==> src/rtl/opbuf_pkg.sv <==
// opbuf_pkg
//   Shared definitions for the operand stack buffer and its LIFO.
//   - disp_mode_t     : what the seven-segment display is currently showing
//   - opbuf_operand_t : sign-magnitude operand at the default width
//                       (MSB = sign, lower bits = magnitude)
//   - OPBUF_SIGN_BIT  : bit index of the sign at the default width
//   Modules that take a WIDTH parameter build vectors of WIDTH+1 bits with
//   the same layout. The sign is always the top bit.
package opbuf_pkg;

  localparam int OPBUF_DEF_WIDTH = 8;
  localparam int OPBUF_SIGN_BIT  = OPBUF_DEF_WIDTH;

  typedef logic [OPBUF_SIGN_BIT:0] opbuf_operand_t;

  typedef enum logic {
    SHOW_ENTRY  = 1'b0,
    SHOW_RESULT = 1'b1
  } disp_mode_t;

endpackage

==> src/rtl/opbuf_lifo.sv <==
// opbuf_lifo
//   Register-file LIFO of DEPTH sign-magnitude operands.
//   Entry 0 is the bottom of the stack. Entry count-1 is the top.
// Ports
//   i_clk        rising-edge clock
//   i_nrst       asynchronous active-low reset; clears storage and count
//   i_flush      drop all entries (highest priority)
//   i_push       write i_din above the current top; ignored when full
//   i_pop2_push  replace the two topmost entries with i_din;
//                ignored when fewer than two entries are held
//   i_din        operand to write
//   o_top        top entry, 0 when empty
//   o_second     entry below the top, 0 when fewer than two entries
//   o_count      number of valid entries
//   o_full       o_count == DEPTH
//   o_empty      o_count == 0
module opbuf_lifo
  import opbuf_pkg::*;
#(
  parameter int WIDTH = OPBUF_DEF_WIDTH,
  parameter int DEPTH = 4,
  parameter int CW    = $clog2(DEPTH + 1)
) (
  input  logic             i_clk,
  input  logic             i_nrst,
  input  logic             i_flush,
  input  logic             i_push,
  input  logic             i_pop2_push,
  input  logic [WIDTH:0]   i_din,
  output logic [WIDTH:0]   o_top,
  output logic [WIDTH:0]   o_second,
  output logic [CW-1:0]    o_count,
  output logic             o_full,
  output logic             o_empty
);

  logic [WIDTH:0]  r_mem [DEPTH];
  logic [CW-1:0]   r_count;
  logic            w_full;
  logic            w_has_two;

  assign w_full    = (r_count == CW'(DEPTH));
  assign w_has_two = (r_count >= CW'(2));

  // Slot selection compares against an int copy of the count.
  // This keeps i+2 from wrapping when DEPTH+1 is a power of two.
  always_ff @(posedge i_clk or negedge i_nrst) begin
    if (!i_nrst) begin
      r_count <= '0;
      for (int i = 0; i < DEPTH; i++) begin
        r_mem[i] <= '0;
      end
    end else if (i_flush) begin
      r_count <= '0;
    end else if (i_push && !w_full) begin
      for (int i = 0; i < DEPTH; i++) begin
        if (int'(r_count) == i) begin
          r_mem[i] <= i_din;
        end
      end
      r_count <= r_count + 1'b1;
    end else if (i_pop2_push && w_has_two) begin
      // The result overwrites the lower of the two consumed operands.
      for (int i = 0; i < DEPTH; i++) begin
        if (int'(r_count) == i + 2) begin
          r_mem[i] <= i_din;
        end
      end
      r_count <= r_count - 1'b1;
    end
  end

  // Stale slots above the count are masked, so flush never has to
  // clear the storage itself.
  always_comb begin
    o_top    = '0;
    o_second = '0;
    for (int i = 0; i < DEPTH; i++) begin
      if (int'(r_count) == i + 1) begin
        o_top = r_mem[i];
      end
      if (int'(r_count) == i + 2) begin
        o_second = r_mem[i];
      end
    end
  end

  assign o_count = r_count;
  assign o_full  = w_full;
  assign o_empty = (r_count == '0);

endmodule

==> src/rtl/operand_stack_buffer.sv <==
// operand_stack_buffer
//   Holds the calculator operands: a working entry register fed by the keypad,
//   a DEPTH-deep LIFO of sign-magnitude operands for the ALU, and the value
//   shown on the seven-segment display.
//
//   Events are decoded in the priority order clear > store_digit > enter >
//   result_ready. Lower-priority events in the same cycle are dropped.
//
//   Optional feature macro: OPBUF_RESULT_PUSH_EN
//     defined   : an ALU result replaces its two operands on the stack
//                 (RPN chaining)
//     undefined : an ALU result empties the stack and is only displayed
// Ports
//   i_clk, i_nrst          clock and asynchronous active-low reset
//   i_clear                flush stack, entry, display and error flag
//   i_store_digit, i_digit load a keypad value into the entry register
//   i_enter                push the entry register onto the stack
//   i_result_ready         single-cycle ALU result strobe
//   i_result               ALU result
//   o_op_a, o_op_b         top and second stack entries for the ALU
//   o_count                stack entry count
//   o_full, o_empty        stack status
//   o_ssdec, o_sign        display magnitude and sign
//   o_err                  sticky overflow/underflow flag
module operand_stack_buffer
  import opbuf_pkg::*;
#(
  parameter int WIDTH = OPBUF_DEF_WIDTH,
  parameter int DEPTH = 4,
  localparam int CW   = $clog2(DEPTH + 1)
) (
  input  logic             i_clk,
  input  logic             i_nrst,
  input  logic             i_clear,
  input  logic             i_store_digit,
  input  logic [WIDTH:0]   i_digit,
  input  logic             i_enter,
  input  logic             i_result_ready,
  input  logic [WIDTH:0]   i_result,
  output logic [WIDTH:0]   o_op_a,
  output logic [WIDTH:0]   o_op_b,
  output logic [CW-1:0]    o_count,
  output logic             o_full,
  output logic             o_empty,
  output logic [WIDTH-1:0] o_ssdec,
  output logic             o_sign,
  output logic             o_err
);

  logic             w_do_clear;
  logic             w_do_store;
  logic             w_do_enter;
  logic             w_do_result;

  logic             w_lifo_flush;
  logic             w_lifo_push;
  logic             w_lifo_pop2_push;
  logic [WIDTH:0]   w_lifo_din;
  logic [CW-1:0]    w_count;
  logic             w_full;
  logic             w_few_operands;

  logic [WIDTH:0]   r_entry;
  logic [WIDTH-1:0] r_ssdec;
  logic             r_sign;
  logic             r_err;
  disp_mode_t       r_mode;

  logic [WIDTH:0]   w_entry_next;
  logic [WIDTH-1:0] w_ssdec_next;
  logic             w_sign_next;
  logic             w_err_next;
  disp_mode_t       w_mode_next;

  // One-hot event decode in priority order.
  assign w_do_clear  = i_clear;
  assign w_do_store  = !i_clear && i_store_digit;
  assign w_do_enter  = !i_clear && !i_store_digit && i_enter;
  assign w_do_result = !i_clear && !i_store_digit && !i_enter && i_result_ready;

  assign w_few_operands = (w_count < CW'(2));

`ifdef OPBUF_RESULT_PUSH_EN
  assign w_lifo_flush     = w_do_clear;
  assign w_lifo_pop2_push = w_do_result;
`else
  // Without chaining, any result consumes the whole stack.
  assign w_lifo_flush     = w_do_clear || w_do_result;
  assign w_lifo_pop2_push = 1'b0;
`endif

  assign w_lifo_push = w_do_enter;
  assign w_lifo_din  = w_do_result ? i_result : r_entry;

  opbuf_lifo #(
    .WIDTH (WIDTH),
    .DEPTH (DEPTH),
    .CW    (CW)
  ) u_lifo (
    .i_clk       (i_clk),
    .i_nrst      (i_nrst),
    .i_flush     (w_lifo_flush),
    .i_push      (w_lifo_push),
    .i_pop2_push (w_lifo_pop2_push),
    .i_din       (w_lifo_din),
    .o_top       (o_op_a),
    .o_second    (o_op_b),
    .o_count     (w_count),
    .o_full      (w_full),
    .o_empty     (o_empty)
  );

  // Display mode register.
  always_ff @(posedge i_clk or negedge i_nrst) begin
    if (!i_nrst) begin
      r_mode <= SHOW_ENTRY;
    end else begin
      r_mode <= w_mode_next;
    end
  end

  // Next-state logic for the display mode, entry, display value and error flag.
  // A rejected push onto a full stack only raises err.
  // The display keeps whatever it was showing.
  always_comb begin
    w_mode_next  = r_mode;
    w_entry_next = r_entry;
    w_ssdec_next = r_ssdec;
    w_sign_next  = r_sign;
    w_err_next   = r_err;
    if (w_do_clear) begin
      w_mode_next  = SHOW_ENTRY;
      w_entry_next = '0;
      w_ssdec_next = '0;
      w_sign_next  = 1'b0;
      w_err_next   = 1'b0;
    end else if (w_do_store) begin
      w_mode_next  = SHOW_ENTRY;
      w_entry_next = i_digit;
      w_ssdec_next = i_digit[WIDTH-1:0];
      w_sign_next  = i_digit[WIDTH];
    end else if (w_do_enter) begin
      w_mode_next = SHOW_ENTRY;
      if (w_full) begin
        w_err_next = 1'b1;
      end else begin
        w_entry_next = '0;
        w_ssdec_next = '0;
        w_sign_next  = 1'b0;
      end
    end else if (w_do_result) begin
      w_mode_next  = SHOW_RESULT;
      w_ssdec_next = i_result[WIDTH-1:0];
      w_sign_next  = i_result[WIDTH];
      if (w_few_operands) begin
        w_err_next = 1'b1;
      end
    end
  end

  // Datapath registers.
  always_ff @(posedge i_clk or negedge i_nrst) begin
    if (!i_nrst) begin
      r_entry <= '0;
      r_ssdec <= '0;
      r_sign  <= 1'b0;
      r_err   <= 1'b0;
    end else begin
      r_entry <= w_entry_next;
      r_ssdec <= w_ssdec_next;
      r_sign  <= w_sign_next;
      r_err   <= w_err_next;
    end
  end

  assign o_count = w_count;
  assign o_full  = w_full;
  assign o_ssdec = r_ssdec;
  assign o_sign  = r_sign;
  assign o_err   = r_err;

endmodule

==> config.mk <==
export PLATFORM = sky130hd
export DESIGN_NAME = operand_stack_buffer
export DESIGN_NICKNAME = d
export VERILOG_FILES = /design/src/rtl/opbuf_pkg.sv /design/src/rtl/opbuf_lifo.sv /design/src/rtl/operand_stack_buffer.sv
export SDC_FILE = /design/constraint.sdc
export NUM_CORES = 1
export LEC_CHECK = 0
export BUFFER_PORTS_ARGS = -buffer_cell sky130_fd_sc_hd__buf_2
export CAP_MARGIN = 25
export CORE_MARGIN = 4
export CORE_UTILIZATION = 49
export CTS_BUF_LIST = sky130_fd_sc_hd__clkbuf_4
export DETAILED_ROUTE_END_ITERATION = 8
export HOLD_SLACK_MARGIN = 0.1
export PLACE_DENSITY_LB_ADDON = 0.15
export SLEW_MARGIN = 25
export SYNTH_ARGS = -nofsm -noshare
export SYNTH_HDL_FRONTEND = slang
export SYNTH_SLANG_ARGS = --single-unit
==> constraint.sdc <==
create_clock -name i_clk -period 4.39 [get_ports i_clk]
set_input_delay 0.439 -clock i_clk [delete_from_list [all_inputs] [get_ports i_clk]]
set_output_delay 0.439 -clock i_clk [all_outputs]
set_load 0.05 [all_outputs]
### Yosys cells after proc, flatten, opt, wreduce, memory -nomap -nowiden

Cells that the tools add are included.

* register bits: 58
* input bits: 24
* output and inout port bits: 33
* word-level logic and storage cells: 78

* $add $sub $neg: 1
* magnitude comparators: 1
* eq/ne operators: 10
* mux-type cells: 31
* bitwise operators: 1
* reduce and logical (&&, ||, !) cells: 25

Operator list (count)
* $mux 9: 13
* $mux 8: 5
* $eq 3x3->1 const B: 5
* $reduce_and 3->1: 4
* $mux 1: 11
* $reduce_bool 3->1: 3
* $logic_and 1x1->1: 6
* $logic_not 3->1: 2
* $mux 3: 2
* $ne 3x3->1 const B: 2
* $logic_not 1->1: 4
* $ne 4x4->1 const B: 1
* $reduce_and 2->1: 2
* $reduce_and 4->1: 1
* $reduce_bool 4->1: 1
* $add 3x1->3 const B: 1
* $eq 3x2->1 const B: 1
* $lt 3x2->1 const B: 1
* $ne 2x2->1 const B: 1
* $reduce_bool 2->1: 1
* $logic_or 1x1->1: 1
* $not 1->1: 1

### Logic depth before layout (Yosys ltp)

Gate-level depths: netlist of the first run.

* word-level depth: 8
* gate-level depth with buffers: 9
* gate-level depth less buffers: 5

### Modules after synthesis

A second synthesis of the first run with hierarchy kept.

* cells, all modules: 251
* area total of the unflattened synthesis: 3224.3 sq um

Modules (own cells, without submodules)
* opbuf_lifo: instances 1, cells each 177, area each 2218.4 sq um, seq. area each 975.9 sq um
* operand_stack_buffer: instances 1, cells each 74, area each 1006.0 sq um, seq. area each 475.5 sq um

### Least setup slack after synthesis of the first run

Ideal clock, no wire load.

* path type: reg2out
* start: register u_lifo.r_count[2], in the netlist u_lifo.o_count[2]
* end: output port o_op_b[0]
* arrival: 2.902 ns
* data required time: 3.951 ns
* setup slack: 1.049 ns
* cell stages (with the launch flop): 10
* path buffers: 4
* cell sequence: dfrtp_1 -> buf_2 -> inv_1 -> clkbuf_1 -> ha_1 -> nor2b_1 -> clkbuf_1 -> clkbuf_1 -> a2bb2oi_1 -> o22ai_1

* longest elaborated chain between the ends: 5
* elaborated cells between the ends (all ways): 8
* classes of those cells: eq/ne: 4; mux: 4

Ends and longest elaborated chain
* start: declaration: line opbuf_lifo.sv:38 `logic [CW-1:0] r_count;`
* start signal: assignment: line opbuf_lifo.sv:61 `r_count <= r_count + 1'b1;`
* start signal: assignment: line opbuf_lifo.sv:69 `r_count <= r_count - 1'b1;`
* $eq 3x3->1: line opbuf_lifo.sv:82 `if (int'(r_count) == i + 2) begin`
* $mux 9 (3 in series): line opbuf_lifo.sv:82
* $mux 9 (*): line opbuf_lifo.sv:82
* end: declaration: line operand_stack_buffer.sv:41 `output logic [WIDTH:0] o_op_b,`

Every way passes the cells marked *; elsewhere a longest branch is shown, timed or not.

### Final worst setup path of the first run

* start: register u_lifo.r_count[2], in the netlist u_lifo.o_count[2]
* end: output port o_op_b[4]

The elaborated chain is that of the path after synthesis.

==> flow_summary.ini, run 1 <==
[timing]
fin_skew_ns = 0.01591
max_freq_ghz = 0.2822
fin_crit_ns = 3.543
worstMarginPinSlew_ns = 1.020
timing.setup.tns_ns = 0
layout_worst_path_cycle_share_pct = 80.72
rsz0062_at_grt = no
setup_viol = 0
relSlewSlack_pct = 32.02
slew_viol_final = 0
finalHoldViolCount = 0

[placement]
hpwl_mm = 5.392
placed_cell_area_sq_um = 3563
portBuffers = 56
gp_congestion = 0.8011

[global_routing]
grt_max_degree = 40
overflow = 0
grt_pass1_vias = 2550
grt_pass1_wl_mm = 13.19
antenna_found_initial = 0
grt.total_usage_pct = 21.91

[routing]
first_pass_iters = 4
drc_errors = 0
routed_via_density = 6.200
wl_per_cell_microns = 19.68
vias = 2604
ant_nets = 0
wl_mm = 8.266
dr.first_iter.drc_count = 152

[min_path]
holdCritPathClass = in -> reg
whs_endpoint = r_entry[3]
holdCritStartpoint = i_digit[3]
whs_path_depth = 2

[logic_synthesis]
ys_ff_latch = 58
synth_nets = 317
avgSynthCellArea_sq_um = 11.26
yosys_most_used_dff = dfrtp_1
synth-edff-count = 0
yosysWarnings = 0
netlist_area_sq_um = 3242
synth_seq_area_share_pct = 44.77
synthCells = 288
ys_types = 36
async_flop_share_pct = 100.0

[worst_setup_path]
cp_cell_sequence = inv_1 -> ha_1 -> nor2b_1 -> buf_4 -> a2bb2oi_1 -> o22ai_1 -> buf_2
r2r_start = u_lifo.o_count[2]
start_kind = flip-flop
worstPathMaxFanout = 30
r2r_slack_ns = 1.31
max_stage_delay_ns = 0.91
r2r_end = u_lifo.r_mem[4]
critical_path_arrival_ns = 3.10
slowest_stage = ha_1
rr_worst_depth = 4
crit_path_end_kind = output pin
required_ns = 3.95
worstSetupPathType = reg -> out

[clocking]
path_clk_slew_ns = 0.12
cts_setup_buffers = 0
clk_path_buf_depth = 2
clk_latency_ns = 0.41
cts_tree = built
cts_buffers = 9
cts-root-buf = clkbuf_4
htree_levels = 3
cts_sinks = 58

[floorplanning]
num_io_pins = 57
start_util_pct = 50.76
die_h_microns = 89.34
core_area_sq_um = 6386
die-area_sq_um = 7982
rows = 29
die_w_microns = 89.34

[cells_and_area]
layout_commonest_cell = dfrtp_1
fin_area_sq_um = 3759
nets = 367
mostFrequentLayoutCells = 58 x dfrtp_1, 56 x buf_2, 51 x mux2_2, 23 x a21oi_1, 17 x a22o_1
syn_to_final_growth_pct = 15.94
insertedDiodeCount = 0
drive_gt1_share_pct = 38.78

[power_and_ir_drop]
ir_worst_vdd_mv = 0.2461
powerDensity_nw_per_um2 = 338.4
leakage_nw = 1.782

[status]
outcome = finished, final reports clean

[run]
drv_cap = 0
==> where the power goes <==
part           internal [mW]  switching (mW)
sequential             0.566          0.0243
clock                  0.287           0.220
combinational         0.0651           0.110
total                  0.918           0.354
==> logic make-up (layout without fill, tap and decap cells) <==
logic type	Yosys count	in the layout	share of synthesized area [%]
multiplexers	54	54	18.76
flip-flops	58	58	44.77
AND/OR/NAND/NOR	41	41	8.838
buffers and inverters	38	93	4.593
AO/OA/AOI/OAI	92	92	21.11
adder cells (fa/ha/maj)	5	5	1.930
==> registers in the layout, summed over array words and instances, names as in the netlist <==
| register | cells |
|---|---|
| u_lifo.r_mem | 36 |
| r_entry | 9 |
| o_ssdec | 8 |
| u_lifo.o_count | 3 |
| o_err | 1 |
| o_sign | 1 |
==> worst max-delay path by stage <==
stage	startpoint	end	slack, ns	depth (start not counted)
final	u_lifo.o_count[2]	o_op_b[4]	0.85	7
after CTS	u_lifo.o_count[2]	o_op_b[4]	0.87	7
after global placement	u_lifo.o_count[0]	o_op_b[4]	1.41	6
after floorplan	u_lifo.o_count[2]	o_op_b[0]	1.05	9
after global routing	u_lifo.o_count[2]	o_op_b[7]	0.65	7
after detailed placement	u_lifo.o_count[0]	o_op_b[2]	1.35	6
==> cell usage after synthesis, types with 2 or more instances <==
cell	n	share of area [%]
dfrtp_1	58	45
mux2_2	51	18
a21oi_1	23	3.6
a22o_1	17	4.6
clkbuf_1	16	1.9
inv_1	14	1.6
nor2b_1	14	2.7
a221o_1	9	2.8
a221oi_1	9	2.4
a22oi_1	9	2.1
a2bb2oi_1	9	2.4
nand3b_1	9	2.1
o22ai_1	9	1.7
buf_2	5	0.77
ha_1	5	1.9
mux2_1	3	1.0
nand2_1	3	0.35
nand4_1	3	0.58
o21ai_0	3	0.46
buf_1	2	0.23
nor2_1	2	0.23
==> metal layers <==
metal	part of all wire [%]	global-route usage (%)	vias to the layer above	wire, microns
li1	-	-	1199	-
met1	45	29.64	1309	3688
met2	48	34.23	85	3937
met3	6.1	4.608	11	506
met4	1.6	9.066	0	133
met5	0	0	-	0
==> layout make-up <==
type | count | area [sq um]
clock buffer | 9 | 67.56
sequential | 58 | 1451
inverter | 15 | 56.30
tap | 77 | 96.34
timing repair buffer | 62 | 327.8
fill | 551 | 2628
multi-input combinational | 192 | 1642
clock inverter | 7 | 117.6
==> worst max-delay path: cells and delay by family, from the launching register on <==
family,cells,cell delay [ns]
flip-flops,1,0.41
adder cells (fa/ha/maj),1,0.91
AO/OA/AOI/OAI,2,0.28
buffers and inverters,3,0.88
AND/OR/NAND/NOR,1,0.22
==> through the flow <==
| step | util [%] | setup slack (ns) | hold WS [ns] | power (mW) | instances |
|---|---|---|---|---|---|
| after floorplan | - | 1.049 | 0.1434 | 0.7150 | 288 |
| after global placement | 55.80 | 1.413 | 0.4241 | 0.7711 | 403 |
| after detailed placement | 55.80 | 1.347 | 0.4345 | 0.7748 | 403 |
| after CTS | 58.86 | 0.8690 | 0.2437 | 1.281 | 420 |
| after global routing | 58.86 | 0.6520 | 0.2290 | 1.330 | 420 |
| final | 58.86 | 0.8465 | 0.2545 | 1.272 | 420 |
==> repair_timing <==
| item | 4_1_cts | 5_1_grt |
|---|---|---|
| resized for setup | 0 | 0 |
| hold buffers | 1 | 0 |
| endpoints found under the hold margin | 19 | 0 |
(Power assumes the default switching activity.)
==> run 2: changes to the inputs <==
==> constraint.sdc (replaced) <==
create_clock -name i_clk -period 2.96 [get_ports i_clk]
set_input_delay 0.296 -clock i_clk [delete_from_list [all_inputs] [get_ports i_clk]]
set_output_delay 0.296 -clock i_clk [all_outputs]
set_load 0.05 [all_outputs]
==> flow_summary.ini, run 2 (same netlist as run 1, synthesis figures left out) <==
[status]
outcome = finished, final reports clean

[clocking]
clk_latency_ns = 0.39
htree_levels = 3
cts-root-buf = clkbuf_4
cts_buffers = 9
cts_sinks = 58
path_clk_slew_ns = 0.11
cts_tree = built
clk_path_buf_depth = 2

[routing]
dr.first_iter.drc_count = 134
first_pass_iters = 4
routed_via_density = 6.166
drc_errors = 0
wl_mm = 8.093
ant_nets = 0
wl_per_cell_microns = 18.91
vias = 2639

[cells_and_area]
fillCellCount = 555
insertedDiodeCount = 0
mostFrequentLayoutCells = 58 x dfrtp_1, 56 x buf_2, 51 x mux2_2, 23 x a21oi_1, 17 x a22o_1
top_register = u_lifo.r_mem
layout_commonest_cell = dfrtp_1
largest_reg_flops = 36
drive_gt1_share_pct = 43.02
syn_to_final_growth_pct = 17.83
nets = 375
fin_area_sq_um = 3820

[worst_setup_path]
worstSetupPathType = reg -> out
slowest_stage = dfrtp_1
critical_path_arrival_ns = 2.39
worstPathMaxFanout = 29
cp_cell_sequence = ha_1 -> ha_1 -> buf_4 -> nor2b_1 -> buf_4 -> a22oi_1 -> o22ai_2 -> buf_2
crit_path_end_kind = output pin
critPathBufInv = 3
start_kind = flip-flop
crit_family = buffers and inverters
required_ns = 2.66
max_stage_delay_ns = 0.45

[global_routing]
grt.total_usage_pct = 21.97
antenna_found_initial = 0
grt_pass1_vias = 2613
grt_max_degree = 59
overflow = 0
grt_pass1_wl_mm = 13.27

[floorplanning]
die-area_sq_um = 7982
die_h_microns = 89.34
core_area_sq_um = 6386
num_io_pins = 57
rows = 29
start_util_pct = 50.76
die_w_microns = 89.34

[timing]
slew_viol_final = 0
timing.setup.tns_ns = 0
fin_skew_ns = 0.01113
fin_crit_ns = 2.689
rsz0062_at_grt = no
relSlewSlack_pct = 50.14
finalHoldViolCount = 0
setup_viol = 0
max_freq_ghz = 0.3719
worstMarginPinSlew_ns = 0.7479
layout_worst_path_cycle_share_pct = 90.84

[run]
drv_cap = 0

[power_and_ir_drop]
leakage_nw = 1.825
powerDensity_nw_per_um2 = 440.6
power_mw = 1.683
ir_worst_vdd_mv = 0.2943

[placement]
portBuffers = 56
hpwl_mm = 5.404
gp_congestion = 0.8098
placed_cell_area_sq_um = 3672

[min_path]
holdCritPathClass = in -> reg
run 2: final timing paths:
check	startpoint	to	slack, ns	cells after the start
worst max-delay path	u_lifo.o_count[0]	o_op_b[0]	0.27	8
min in group asynchronous	i_nrst	o_sign	0.56	3
worst max register to register	u_lifo.o_count[1]	u_lifo.r_mem[7]	0.63	6
worst min-delay path	i_digit[1]	r_entry[1]	0.13	2
max in group asynchronous	i_nrst	u_lifo.r_mem[26]	1.89	3
worst min register to register	r_entry[7]	r_entry[7]	0.50	1
run 2: per-stage QoR:
stage	setup WS (ns)	util (%)	hold WS [ns]	cells
floorplan	0.08054	-	0.0004090	288
global placement	0.6404	57.50	0.4812	410
detailed placement	0.5522	57.50	0.4778	410
CTS	0.08613	59.66	0.1132	427
global route	0.1400	59.82	0.1219	428
finish	0.2711	59.82	0.1342	428
run 2: what timing repair did:
item / CTS / global route
hold buffers: 1 / 0
setup buffers: 0 / 0
hold endpoints to repair: 58 / 0
endpoints found under the setup margin: 0 / 12
resized for setup: 0 / 2
run 2: worst register-to-register path, stage by stage (launching register included):
cell	delay, ns
dfrtp_1	0.46
inv_1	0.10
ha_1	0.21
buf_4	0.20
nand2_1	0.17
nand4_1	0.58
mux2_2	0.50
run 2: final cells by class:
class	count	area [sq um]	share of cell area (%)
multi-input cells	192	1703	44.58
flip-flops and latches	58	1451	38.00
clock inverters	7	60.06	1.572
well taps	77	96.34	2.522
repair buffers	70	385.4	10.09
clock buffers	9	67.56	1.769
inverters	15	56.30	1.474
run 2: power breakdown:
group	internal (mW)	switching [mW]
Sequential	0.839	0.0348
Clock	0.248	0.298
Combinational	0.0995	0.165
Total	1.19	0.497
run 2: routing by layer:
layer	track usage, %	wire length (microns)	vias up
met5	0	0	-
met3	3.594	253	14
met2	34.96	3829	56
met4	8.254	164	0
met1	30.12	3845	1341
li1	-	-	1228
